[src/rtl/fetch_unit_if.sv]
// Instruction-memory request/response bus between the fetch unit and imem.
interface fetch_unit_if #(
  parameter int unsigned PC_W   = 16,
  parameter int unsigned INST_W = 32
);
  logic              req;
  logic [PC_W-1:0]   addr;
  logic              ack;
  logic [INST_W-1:0] data;

  modport master (output req, output addr, input ack, input data);
  modport slave  (input req, input addr, output ack, output data);
endinterface

[src/rtl/fetch_unit.sv]
// Instruction-fetch front end: owns the PC, fetches over a req/ack bus and
// feeds IF/ID, with stall, redirect and a one-entry skid buffer.
module fetch_unit #(
  parameter int unsigned     PC_W     = 16,
  parameter int unsigned     INST_W   = 32,
  parameter logic [PC_W-1:0] RESET_PC = '0
) (
  input  logic               clk,
  input  logic               rst,
  input  logic               stall_i,
  input  logic               redirect_i,
  input  logic [PC_W-1:0]    redirect_pc_i,
  fetch_unit_if.master       imem,
  output logic               inst_valid_o,
  output logic [INST_W-1:0]  inst_o,
  output logic [PC_W-1:0]    pcp_o
);

  localparam logic [PC_W-1:0] INC = PC_W'(4);

  typedef enum logic [1:0] {IDLE, BUSY, HOLD, DROP} state_t;

  state_t            state_q, state_d;
  logic              req_q, req_d;
  logic [PC_W-1:0]   addr_q, addr_d;
  logic [PC_W-1:0]   pc_q, pc_d;
  logic              valid_q, valid_d;
  logic [INST_W-1:0] inst_q, inst_d;
  logic [PC_W-1:0]   pcp_q, pcp_d;
  logic [INST_W-1:0] skid_inst_q, skid_inst_d;
  logic [PC_W-1:0]   skid_pcp_q, skid_pcp_d;

  logic accept_c;
  logic consume_c;
  logic out_free_c;

  assign accept_c   = req_q & imem.ack;
  assign consume_c  = valid_q & ~stall_i;
  assign out_free_c = ~valid_q | consume_c;

  // State register
  always_ff @(posedge clk or posedge rst) begin
    if (rst) state_q <= IDLE;
    else     state_q <= state_d;
  end

  // Next-state logic; the skid is full exactly when in HOLD
  always_comb begin
    state_d = state_q;
    if (redirect_i) begin
      if ((state_q == BUSY || state_q == DROP) && !accept_c) state_d = DROP;
      else                                                    state_d = BUSY;
    end else begin
      unique case (state_q)
        IDLE:    state_d = BUSY;
        BUSY:    if (accept_c && !out_free_c) state_d = HOLD;
        HOLD:    if (consume_c) state_d = BUSY;
        DROP:    if (accept_c) state_d = BUSY;
        default: state_d = IDLE;
      endcase
    end
  end

  // Next values of the registered datapath/outputs
  always_comb begin
    req_d       = req_q;
    addr_d      = addr_q;
    pc_d        = pc_q;
    valid_d     = valid_q & ~consume_c;
    inst_d      = inst_q;
    pcp_d       = pcp_q;
    skid_inst_d = skid_inst_q;
    skid_pcp_d  = skid_pcp_q;
    if (redirect_i) begin
      // Unaccepted in-flight request keeps req/addr until its ack (DROP)
      valid_d = 1'b0;
      pc_d    = redirect_pc_i;
      if (state_q == IDLE || state_q == HOLD || accept_c) begin
        req_d  = 1'b1;
        addr_d = redirect_pc_i;
      end
    end else begin
      unique case (state_q)
        IDLE: begin
          req_d  = 1'b1;
          addr_d = pc_q;
        end
        BUSY: begin
          if (accept_c) begin
            pc_d = addr_q + INC;
            if (out_free_c) begin
              inst_d  = imem.data;
              pcp_d   = addr_q + INC;
              valid_d = 1'b1;
              addr_d  = addr_q + INC;
            end else begin
              skid_inst_d = imem.data;
              skid_pcp_d  = addr_q + INC;
              req_d       = 1'b0;
            end
          end
        end
        HOLD: begin
          if (consume_c) begin
            inst_d  = skid_inst_q;
            pcp_d   = skid_pcp_q;
            valid_d = 1'b1;
            req_d   = 1'b1;
            addr_d  = pc_q;
          end
        end
        DROP: begin
          if (accept_c) addr_d = pc_q;
        end
        default: begin
          req_d = 1'b0;
        end
      endcase
    end
  end

  // Datapath registers
  always_ff @(posedge clk or posedge rst) begin
    if (rst) begin
      req_q       <= 1'b0;
      addr_q      <= '0;
      pc_q        <= RESET_PC;
      valid_q     <= 1'b0;
      inst_q      <= '0;
      pcp_q       <= '0;
      skid_inst_q <= '0;
      skid_pcp_q  <= '0;
    end else begin
      req_q       <= req_d;
      addr_q      <= addr_d;
      pc_q        <= pc_d;
      valid_q     <= valid_d;
      inst_q      <= inst_d;
      pcp_q       <= pcp_d;
      skid_inst_q <= skid_inst_d;
      skid_pcp_q  <= skid_pcp_d;
    end
  end

  assign imem.req     = req_q;
  assign imem.addr    = addr_q;
  assign inst_valid_o = valid_q;
  assign inst_o       = inst_q;
  assign pcp_o        = pcp_q;

endmodule

[src/flat_wrapper.sv]
// flat-port wrapper written by rule: the top's interface ports become plain ports
module fetch_unit_flat 
#(
  parameter int unsigned     PC_W     = 16,
  parameter int unsigned     INST_W   = 32,
  parameter logic [PC_W-1:0] RESET_PC = '0
)
  (clk, rst, stall_i, redirect_i, redirect_pc_i, inst_valid_o, inst_o, pcp_o, imem_req, imem_addr, imem_ack, imem_data);
  fetch_unit_if #(.PC_W(PC_W), .INST_W(INST_W)) imem_i ();
  input  logic clk;
  input  logic rst;
  input  logic stall_i;
  input  logic redirect_i;
  input  logic [PC_W-1:0] redirect_pc_i;
  output logic inst_valid_o;
  output logic [INST_W-1:0] inst_o;
  output logic [PC_W-1:0] pcp_o;
  output wire logic [$bits(imem_i.req)-1:0] imem_req;
  output wire logic [$bits(imem_i.addr)-1:0] imem_addr;
  input wire logic [$bits(imem_i.ack)-1:0] imem_ack;
  input wire logic [$bits(imem_i.data)-1:0] imem_data;
  assign imem_req = imem_i.req;
  assign imem_addr = imem_i.addr;
  assign imem_i.ack = imem_ack;
  assign imem_i.data = imem_data;
  fetch_unit #(.PC_W(PC_W), .INST_W(INST_W), .RESET_PC(RESET_PC)) u_core (.clk(clk), .rst(rst), .stall_i(stall_i), .redirect_i(redirect_i), .redirect_pc_i(redirect_pc_i), .imem(imem_i), .inst_valid_o(inst_valid_o), .inst_o(inst_o), .pcp_o(pcp_o));
endmodule
[config.mk]
export PLATFORM = sky130hd
export DESIGN_NAME = fetch_unit_flat
export DESIGN_NICKNAME = d
export VERILOG_FILES = /design/src/rtl/fetch_unit_if.sv /design/src/rtl/fetch_unit.sv /design/src/flat_wrapper.sv
export SDC_FILE = /design/constraint.sdc
export NUM_CORES = 1
export LEC_CHECK = 0
export ABC_CLOCK_PERIOD_IN_PS = 4000
export CAP_MARGIN = 5
export CORE_MARGIN = 10
export CORE_UTILIZATION = 30
export CTS_CLUSTER_DIAMETER = 100
export DETAILED_ROUTE_END_ITERATION = 8
export HOLD_SLACK_MARGIN = 0.03
export PLACE_DENSITY_LB_ADDON = 0.05
export REMOVE_ABC_BUFFERS = 1
export SETUP_SLACK_MARGIN = 0.1
export SYNTH_ARGS = -nofsm -noshare
export SYNTH_HDL_FRONTEND = slang
export SYNTH_SLANG_ARGS = --single-unit
[constraint.sdc]
create_clock -name clk -period 4 [get_ports clk]
set_clock_uncertainty 0.2 [all_clocks]
set_input_delay 0.6 -clock clk [delete_from_list [all_inputs] [get_ports clk]]
set_output_delay 0.6 -clock clk [all_outputs]
set_load 0.02 [all_outputs]
Yosys cells after proc, flatten, opt, wreduce, memory -nomap -nowiden. Index checks and enable logic that the tools add are counted.

$add $sub $neg: 1. Multipliers: 0. Divide/modulo/power cells: 0. Order comparisons: 0. Eq/ne operators: 13. Shifts and indexed selects: 0. Muxes and demuxes: 33. Bitwise logic cells: 9. Reductions and logical operators: 18.

Operators by type and width (number): $mux W16 (10); $mux W32 (3); $pmux W16 S4 (1); $pmux W32 S2 (1); $pmux W16 S2 (1); $add A16 B3 Y16 const B (1); $reduce_and A5 Y1 (3); $ne A3 B2 Y1 const B (4); $mux W2 (5); $mux W1 (9); $ne A2 B1 Y1 const B (4); $pmux W2 S4 (1); $ne A3 B3 Y1 const B (2); $reduce_bool A2 Y1 (3); $not A1 Y1 (5); $eq A2 B2 Y1 const B (2); $reduce_and A4 Y1 (1); $reduce_bool A4 Y1 (1); $and A1 B1 Y1 (3); $logic_or A1 B1 Y1 (3); $pmux W1 S3 (1); $reduce_and A3 Y1 (1); $eq A2 B1 Y1 const B (1); $logic_and A1 B1 Y1 (2); 5 further kinds (6).

Register bits: 132. Bits in latches: 0. RAM bits: 0. Memory bits (read-only): 0. Input bits: 53. Output and inout port bits: 66. Memories: 0.

Longest topological paths before layout.
Depth in word-level cells: 8. Gate-level depth with buffers: 9. Mapped depth without buffers: 6.

Worst setup path before layout. No wires, ideal clock.

Path type: register to register. Start point: reg u_core.state_q[0]. End point: reg u_core.addr_q[0], in the netlist u_core.imem.addr[0]. Data arrival time: 1.812 ns. Slack: 1.864 ns. Cell stages (with the launch flop): 8. Period minus slack after synthesis: 2.136 ns. Cells stage by stage: dfrtp_1 -> inv_1 -> ha_1 -> buf_2 -> or3b_1 -> nand2b_1 -> o211ai_1 -> mux2_2.

Word-level cells in the longest chain between the ends: 5. Elaborated cells between the ends (all ways): 14. Those cells by class: eq/ne: 8; mux: 2; reduce/logical: 4.

Ends and longest elaborated chain: start, declared (RTL line fetch_unit.sv:23) `state_t state_q, state_d;`; start signal, assigned (RTL line fetch_unit.sv:44) `else state_q <= state_d;`; $eq A2 B2 Y1 or $logic_not A2 Y1 (tied branches) (RTL line fetch_unit.sv:78, fetch_unit.sv:83); $logic_or A1 B1 Y1 (2 in series) (RTL line fetch_unit.sv:78) `if (state_q == IDLE || state_q == HOLD || accept_c) begin`; $ne A2 B1 Y1 (no line); $reduce_and A5 Y1 (no line); end signal, assigned (RTL line fetch_unit.sv:135) `addr_q <= addr_d;`; end, declared (RTL line fetch_unit.sv:25) `logic [PC_W-1:0] addr_q, addr_d;`.

Several ways; a longest one is shown, not always the timed one. A chain may end at the register's enable or synchronous reset.

Worst setup path after layout.
Start point: reg u_core.state_q[0]. End point: reg u_core.addr_q[5], in the netlist u_core.imem.addr[5].

The elaborated chain is that of the path after synthesis.

==> flow_summary.ini <==
[hold_path]
hold-path-endpoint = u_core.inst_o[4]
hold_path_class = flip-flop to flip-flop
holdCritStartpoint = u_core.inst_o[4]
min_path_cells = 2

[global_route]
via_count_of_the_first_global_routing_pass = 5419
gr-usage-all-layers = 0.139
globalRouteOverflowTotal = 0
grt_pass1_wl_mm = 31.2
antenna_found_initial = 0
grt_start_max_net_pins = 113

[final_layout]
syn2layout_area_growth_pct = 31.0
antennaDiodeCount = 0
drive_above_1_share = 0.125
final_nets = 780

[clock_tree]
ctsLongestPathBuffers = 2
cts_tree = built
postCtsSetupRepairBufs = 0
clkSlewWorstSetupHoldPaths_ns = 0.06
clk_root_buffer_cell = clkbuf_16
holdBufCountCts = 0
htreeDepth = 4
post_cts_resize_count = 0
cts.sinks = 132
clk_latency_ns = 0.42
numCtsBuffers = 17

[worst_setup_path]
critPathCaptureType = flip-flop
critical-path-max-stage-delay_ns = 0.61
critical_path.reg2reg.startpoint = u_core.state_q[0]
buf_inv_stages_crit_path = 2
worst-endpoint-arrival_ns = 3.10
crit_path_cell_trace = inv_1 -> ha_4 -> inv_1 -> nor3_2 -> nor2_1 -> mux2_4
crit_slowest_cell = nor3_2
critical_path_required_ns = 4.10
family_of_cells_with_the_greatest_summed_delay_on_the_critical_path = simple AND/OR/NAND/NOR gates
crit_path_launch_type = flip-flop
regToRegSetupSlack_ns = 1.00
worst-r2r-cell-count = 6
cp_common_cell = inv_1
worst_r2r_endpoint = u_core.imem.addr[5]
timing_worst_setup_path_type = flip-flop to flip-flop
crit_path_max_fanout = 30

[yosys]
synth.avg_cell_area_um2 = 10.4
synth.distinct_cells = 58
synth.yosys.warnings = 0
cell_type_with_the_largest_total_area_after_synthesis = dfrtp_1
netlist.area_leader.share = 0.514
synthArstFlopShare = 1.00
number_of_synthesized_flops_with_an_enable_pin = 0
syn_area_um2 = 6430
syn-instance-count = 618
synth.yosys.seq_area_share = 0.514
synth.top_cells.by_area = dfrtp_1 51%, mux2_2 6.8%, mux2i_1 6.7%
yosys_register_bits = 132
dominantRegCellSynth = dfrtp_1

[floorplanning]
floorplan.rows = 53
dieHeight_um = 166
die_x_um = 166
start_util = 0.305
floorplan.core_area_um2 = 21100
floorplan.die_area_um2 = 27700
pin_count = 119

[sta]
timing.setup.tns_ns = 0
max-slew-margin-rel = 0.298
hold_violations = 0
grt_setup_unrepaired = false
finalCritPeriodShare = 0.749
post_layout_min_period_ns = 3.00
timing.hold.ws_ns = 0.288
final_number_of_max_transition_violations = 0
setup_violations = 0
least_margin_pin_slew_ns = 1.05
clock.fmax_mhz = 334

[route]
post_drt_via_cell_ratio = 5.04
detail_route.first_pass.iterations = 5
wire_per_inst_um = 19.0
drt_first_iter_violations = 247
drc = 0
number_of_nets_still_failing_antenna_checks_after_routing = 0
dr_total_vias = 5082
total_wirelength_mm = 19.2

[run_status]
run_status = finished clean

[place]
post-dp-hpwl_mm = 12.6
gp_congestion = 0.763
portBuffers = 118

[run]
cap_viol_max_count = 0

[power]
power_leakage_nw = 3.53
power_density_nw_per_um2 = 787
worst_ir_drop_vdd_mv = 0.288
-- sequential cells by signal (all words and copies together) (netlist names) --
signal and cells:
u_core.state_q 2, u_core.imem.req 1, u_core.imem.addr 16, u_core.skid_pcp_q 16, u_core.skid_inst_q 32, u_core.inst_valid_o 1
u_core.pcp_o 16, u_core.pc_q 16, u_core.inst_o 32
-- cell usage after synthesis, drive strengths merged, types with 5 or more instances --
library cell	instances
o31ai	15
ha	6
inv	12
a21oi	25
and3	8
nor3	21
nand3	7
clkbuf	18
nand2	72
mux2i	43
o21ai	86
nor2	26
buf	26
mux2	40
a31oi	5
dfrtp	132
-- kinds of logic after synthesis --
group,Yosys count,share of synthesized area
AOI/OAI and AO/OA,173,0.167
xor gates and xnor gates,7,0.00953
adders and majority gates,6,0.0117
buffers and inverters,56,0.0405
DFF,132,0.514
muxes,83,0.138
and+or+nand+nor,161,0.120
-- layout make-up --
cell class	instances	area, um2
Fill cell	2089	12700
Sequential cell	132	3300
Multi-Input combinational cell	430	2890
Timing Repair Buffer	128	1280
Clock buffer	20	457
Tap cell	275	344
Clock inverter	12	106
Inverter	12	50.0
-- per-stage QoR --
step | worst slack (ns) | cell area [um2] | utilization | std cells | total power, mW
floorplan | -0.368 | 6220 | - | 574 | 3.93
global placement | 0.924 | 7860 | 0.373 | 977 | 5.15
detailed placement | 0.886 | 7860 | 0.373 | 977 | 5.21
CTS | 0.953 | 8430 | 0.400 | 1009 | 6.75
global route | 0.829 | 8430 | 0.400 | 1009 | 7.11
finish | 1.00 | 8430 | 0.400 | 1009 | 6.63
-- report_power, final --
part           switching [mW]  internal (mW)
combinational            1.53           1.26
clock                   0.620          0.886
sequential              0.456           1.88
total                    2.60           4.03
-- worst max-delay path by stage --
| stage | start | endpoint | slack [ns] | cells after the start |
|---|---|---|---|---|
| final | u_core.state_q[0] | u_core.imem.addr[5] | 1.00 | 6 |
| after global routing | u_core.state_q[0] | u_core.imem.addr[5] | 0.83 | 6 |
| after CTS | u_core.state_q[0] | u_core.imem.addr[3] | 0.95 | 6 |
| after detailed placement | imem_ack | u_core.pcp_o[13] | 0.89 | 5 |
| after global placement | imem_ack | u_core.pcp_o[13] | 0.92 | 5 |
| after floorplan | u_core.state_q[0] | u_core.pcp_o[2] | -0.37 | 5 |
-- worst min-delay path, stage by stage, from the launching register on --
cell and delay (ns):
dfrtp_1 0.34, nand2_1 0.05, o21ai_1 0.06
-- metal layers --
metal  vias to the layer above  wire (um)  GRT usage
met2                       120       8990      0.218
li1                       2444          -          -
met1                      2508       8610      0.175
met3                        10       1450     0.0525
met5                         -          0          0
met4                         0        109     0.0370
-- layout by cell type, fill, tap and decap left out, types with 3 or more instances in the layout --
cell type and n:
o21ai_0 37, nor3_1 20, nand3_1 6, a31oi_1 5, o21ai_1 49, ha_1 5
nor4_1 3, nor2_1 25, clkinvlp_4 4, clkbuf_16 17, o211ai_1 4, a221oi_1 4
a211o_1 3, nand2b_1 4, nor2b_1 4, clkinv_2 4, xnor2_1 4, and3_1 8
buf_4 8, nand4_1 3, inv_1 11, a22o_1 4, clkdlybuf4s50_1 117, nand2_1 72
xor2_1 3, o31ai_1 15, o31a_1 3, o21a_1 3, and4_1 3, mux2i_1 43
mux2_2 39, dfrtp_1 132, a21oi_1 25
Power figures use the tool's default switching activity.
==> edit 1 (config.mk and constraints unchanged) <==
Encoding of `state_t`: now one-hot (4 bits for 4 states).
--- a/src/rtl/fetch_unit.sv
+++ b/src/rtl/fetch_unit.sv
@@ -19,5 +19,5 @@
   localparam logic [PC_W-1:0] INC = PC_W'(4);
 
-  typedef enum logic [1:0] {IDLE, BUSY, HOLD, DROP} state_t;
+  typedef enum logic [3:0] {IDLE = 4'b0001, BUSY = 4'b0010, HOLD = 4'b0100, DROP = 4'b1000} state_t;
 
   state_t            state_q, state_d;
Check against the original RTL: same outputs for any inputs over 4 cycles, from zero or initial values and one cycle with rst high; so few cycles prove little.
==> edit 1 against the original RTL <==
  * Wire length shrank 11%
  * Synthesized area shrank 2.3%
  * Worst setup slack gained 3.2 ps
  * Sequential power shrank 12%
  * Via count shrank 7.5%
  * Sequential cell count grew 2
  * Critical path type unchanged
  * Non-clock buffer count grew 4
  * Power shrank 10%
  * Cell area shrank 0.24%
==> edit 1: results (changes against the original RTL) <==
GRT
  • GRT met1 Usage: 17.0% (was 17.5%)
  • Initial antenna violation count: 0 (unchanged)
  • M3 GR Usage: 3.93% (was 5.25%)
  • Met2 usage: 20.1% (was 21.8%)
  • Remaining Overflow, GRT: 0 (unchanged)
  • Largest net degree at the start of global routing: 75 (was 113)
  • GRT Total Usage: 12.9% (was 13.9%)
  • Global-route wire length before repair: 27200 um (was 31200 um)

Layout
  • FF+latch area: 0.00335 mm^2 (was 0.00330 mm^2)
  • Fill cell count: 2007 (was 2089)
  • Nets: 772 (was 780)
  • Fraction of layout cells with a size suffix above 1: 13.4% (was 12.5%)
  • Non-Filler Instances: 1001 (was 1009)

CTS
  • Clock buffer depth: 2 (unchanged)
  • # resized after CTS: 0 (unchanged)
  • H-tree depth: 4 (unchanged)
  • Post-CTS Setup Inserts: 0 (unchanged)
  • CTS buffer count: 17 (unchanged)

Min path
  • Worst hold start: u_core.inst_o[15] (was u_core.inst_o[4])
  • Hold-critical path depth: 2 (unchanged)
  • Worst hold path endpoint: u_core.inst_o[15] (was u_core.inst_o[4])

Setup path
  • Crit path max fanout: 27 (was 30)
  • Setup crit end: u_core.imem.addr[4] (was u_core.imem.addr[5])
  • R2R Path End: u_core.imem.addr[4] (was u_core.imem.addr[5])
  • CP Launch Type: register (unchanged)
  • R2R depth: 5 (was 6)
  • Crit Reg-Reg Startpoint: u_core.state_q[2] (was u_core.state_q[0])
  • R2r setup slk: 1010 ps (was 1000 ps)
  • WP data arrival: 3090 ps (was 3100 ps)

Yosys
  • Top cells by count, synth: dfrtp_1 (133), nand2_1 (94), o21ai_0 (75) (was dfrtp_1 (132), nand2_1 (72), o21ai_1 (49))
  • Mapped Cells: 606 (was 618)
  • Yosys Warn Count: 0 (unchanged)
  • Sequential area share after synthesis: 53.4% (was 51.4%)
  • Cells taking the most area after synthesis: dfrtp_1 (53%), mux2i_1 (7.6%), mux2_2 (7.3%), o21ai_0 (6.0%), nand2_1 (5.6%) (was dfrtp_1 (51%), mux2_2 (6.8%), mux2i_1 (6.7%), nand2_1 (4.2%), o21ai_1 (3.8%))
  • Distinct cell type count after synthesis: 45 (was 58)

Detailed routing
  • Via Count: 4701 (was 5082)
  • Met2 WL post-DR: 7820 um (was 8990 um)
  • DRT Wirelength: 17100 um (was 19200 um)
  • M1 wire length: 8140 um (was 8610 um)
  • DR iter-0 viols: 183 (was 247)
  • Routed wl met3: 946 um (was 1450 um)

Place
  • Placed Area: 0.00773 mm^2 (was 0.00786 mm^2)
  • Hpwl dp: 11900 um (was 12600 um)
  • Post-Place Cells: 969 (was 977)
  • Pre-CTS setup slack: 887 ps (was 886 ps)
  • Final GP Congestion: 0.786 (was 0.763)

Timing
  • Fin crit share: 74.8% (was 74.9%)
  • Worst hold slack: 275 ps (was 288 ps)
  • Worst slew pin tran: 1040 ps (was 1050 ps)

Status
  • Status: complete, no violations (unchanged)

Power
  • Leak: 3.92 nW (was 3.53 nW)
  • Peak VDD IR: 0.258 mV (was 0.288 mV)
-- edit 1: logic make-up after synthesis --
logic type | count (synthesis) | synth area share (%)
mux | 91 | 15.3
fa+ha+maj | 1 | 0.199
buf+inv | 44 | 3.54
simple gates | 179 | 12.5
xor+xnor | 15 | 2.09
flops | 134 | 53.4
compound gates | 142 | 12.9
-- edit 1: layout make-up --
cell class / instances / share of cell area [%]
Timing Repair Buffer: 132 / 15.2
Sequential cell: 134 / 39.9
Inverter: 5 / 0.283
Multi-Input combinational cell: 428 / 32.5
Clock inverter: 12 / 2.65
Clock buffer: 20 / 5.43
Tap cell: 270 / 4.02
-- edit 1: where the power goes --
part	switching, mW	leakage, nW	internal [mW]
combinational	1.17	1.85	0.940
clock	0.595	0.327	1.20
sequential	0.339	1.74	1.71
total	2.10	3.92	3.85
-- edit 1: critical path, stage by stage, from the launching register on --
cell     delay, ps
dfrtp_1        500
or4b_1         820
a21oi_1        240
nor3_1         100
o32ai_4        590
mux2_2         410
==> edit 2 (config.mk and constraints unchanged) <==
Without the edit above. `INST_W` is set to 32 in 3 places; all go to 48.
--- a/src/rtl/fetch_unit_if.sv
+++ b/src/rtl/fetch_unit_if.sv
@@ -2,5 +2,5 @@
 interface fetch_unit_if #(
   parameter int unsigned PC_W   = 16,
-  parameter int unsigned INST_W = 32
+  parameter int unsigned INST_W = 48
 );
   logic              req;
--- a/src/rtl/fetch_unit.sv
+++ b/src/rtl/fetch_unit.sv
@@ -3,5 +3,5 @@
 module fetch_unit #(
   parameter int unsigned     PC_W     = 16,
-  parameter int unsigned     INST_W   = 32,
+  parameter int unsigned     INST_W   = 48,
   parameter logic [PC_W-1:0] RESET_PC = '0
 ) (
--- a/src/flat_wrapper.sv
+++ b/src/flat_wrapper.sv
@@ -3,5 +3,5 @@
 #(
   parameter int unsigned     PC_W     = 16,
-  parameter int unsigned     INST_W   = 32,
+  parameter int unsigned     INST_W   = 48,
   parameter logic [PC_W-1:0] RESET_PC = '0
 )
Interface: changed (resized imem_data and inst_o); port bits go from 119 to 151. No check against the original RTL was run, so the function may have changed too.
==> edit 2 against the original RTL <==
  * Wire length up 9.6%
  * Worst setup slack worse by 190 ps
  * Sequential cell count up 32
  * Power up 17%
  * Maximum frequency down 5.9%
  * Synthesized area up 16%
  * Via count up 11%
  * Cell area up 18%
  * Critical endpoint is now u_core.inst_o[10]
  * Largest power group unchanged
==> edit 2: results (changes against the original RTL) <==
Status
  • Status: complete, no violations (unchanged)

Place
  • Port bufs: 150 (was 118)
  • Final GP Congestion: 0.813 (was 0.763)
  • Placed Area: 0.00935 mm^2 (was 0.00786 mm^2)
  • Pre-CTS setup slack: 571 ps (was 886 ps)
  • Hpwl dp: 14200 um (was 12600 um)

Layout
  • Non-clock buffering overhead: 16.3% (was 15.1%)
  • Seq/total area: 41.3% (was 39.2%)
  • Diodes inserted: 1 (was 0)
  • Repair and plain buffers: 161 (was 128)
  • Non-clk invs: 9 (was 12)
  • Clk tree area frac: 5.93% (was 6.68%)
  • Area of the multi-input gates: 0.00318 mm^2 (was 0.00289 mm^2)
  • Comb_multi_in: 480 (was 430)
  • Fill cell count: 2390 (was 2089)
  • Nets: 908 (was 780)
  • Fraction of layout cells with a size suffix above 1: 13.0% (was 12.5%)

Min path
  • Worst hold start: u_core.inst_o[11] (was u_core.inst_o[4])
  • Worst hold path endpoint: u_core.inst_o[11] (was u_core.inst_o[4])

GRT
  • Vias in the first global route: 5998 (was 5419)
  • GRT Total Usage: 13.6% (was 13.9%)
  • Global-route wire length before repair: 34100 um (was 31200 um)
  • Largest net degree at the start of global routing: 103 (was 113)
  • Initial antenna violation count: 1 (was 0)

Setup path
  • CP delay by family, top: buffers and inverters (was simple AND/OR/NAND/NOR gates)
  • R2r setup slk: 820 ps (was 1000 ps)
  • WP data arrival: 3260 ps (was 3100 ps)
  • CP max stage cell: ha_4 (was nor3_2)
  • R2R Path End: u_core.inst_o[10] (was u_core.imem.addr[5])
  • Crit path max fanout: 84 (was 30)
  • CP peak stage delay: 520 ps (was 610 ps)
  • R2R depth: 8 (was 6)

CTS
  • Clock sink count: 164 (was 132)
  • Post-CTS Setup Inserts: 0 (unchanged)

Detailed routing
  • DR iter-0 viols: 262 (was 247)
  • WL/cell: 17.9 um (was 19.0 um)
  • Vias per cell: 4.82 (was 5.04)
  • Drt pass-1 iters: 4 (was 5)

Yosys
  • Mapped Area: 0.00749 mm^2 (was 0.00643 mm^2)
  • Sequential area share after synthesis: 54.8% (was 51.4%)
  • Top cells by count, synth: dfrtp_1 (164), nand2_1 (103), o21ai_0 (87) (was dfrtp_1 (132), nand2_1 (72), o21ai_1 (49))
  • Cells taking the most area after synthesis: dfrtp_1 (55%), mux2_2 (8.7%), mux2i_1 (7.6%), o21ai_0 (5.8%), nand2_1 (5.2%) (was dfrtp_1 (51%), mux2_2 (6.8%), mux2i_1 (6.7%), nand2_1 (4.2%), o21ai_1 (3.8%))
  • Distinct cell type count after synthesis: 46 (was 58)

Power
  • Peak VDD IR: 0.267 mV (was 0.288 mV)
  • Leak: 4.20 nW (was 3.53 nW)

Timing
  • Slew Limit Headroom: 37.3% (was 29.8%)
  • Min cycle time layout: 3180 ps (was 3000 ps)
==> edit 2: cell types whose count changed after synthesis, sizes merged, moves of 7 or more <==
cell,before,now
o211ai,4,11
nor2,26,44
nand3,7,17
mux2,40,58
o31ai,15,1
nand2,72,103
mux2i,43,57
dfrtp,132,164
nor3,21,2
==> edit 2: logic make-up (layout without fill, tap and decap cells) <==
family	count (synthesis)	count (layout)	synth area share, %
flops	164	164	54.8
simple gates	187	187	11.1
buf+inv	57	202	3.22
fa+ha+maj	6	6	1.00
compound gates	162	162	12.4
mux	115	115	16.3
xor+xnor	10	10	1.17
other cells	0	1	0
==> edit 2: through the flow <==
stage	utilization [%]	hold WS, ps	power, mW	std cells	TNS [ps]
after floorplan	-	275	4.72	653	-396340
after global placement	38.2	261	6.10	1138	0
after detailed placement	38.2	271	6.17	1138	0
after CTS	40.6	286	7.87	1170	0
after global routing	40.6	313	8.34	1170	0
final	40.6	280	7.74	1171	0
==> edit 2: per-layer routing <==
metal | GRT usage, % | share of wire (%) | wire length, um
met1 | 17.7 | 46 | 9730
met2 | 21.3 | 46 | 9640
met3 | 4.10 | 7.1 | 1490
met4 | 4.03 | 0.73 | 153
met5 | 0 | 0 | 0
==> edit 2: report_power, final <==
group          internal (mW)  total (mW)  switching (mW)
Combinational           1.47        3.20            1.74
Sequential              2.35        2.88           0.524
Clock                  0.950        1.66           0.709
==> edit 2: tightest hold or removal path: stages (launching register included) <==
cell	delay, ps
dfrtp_1	340
nand2_1	50
o21ai_0	60
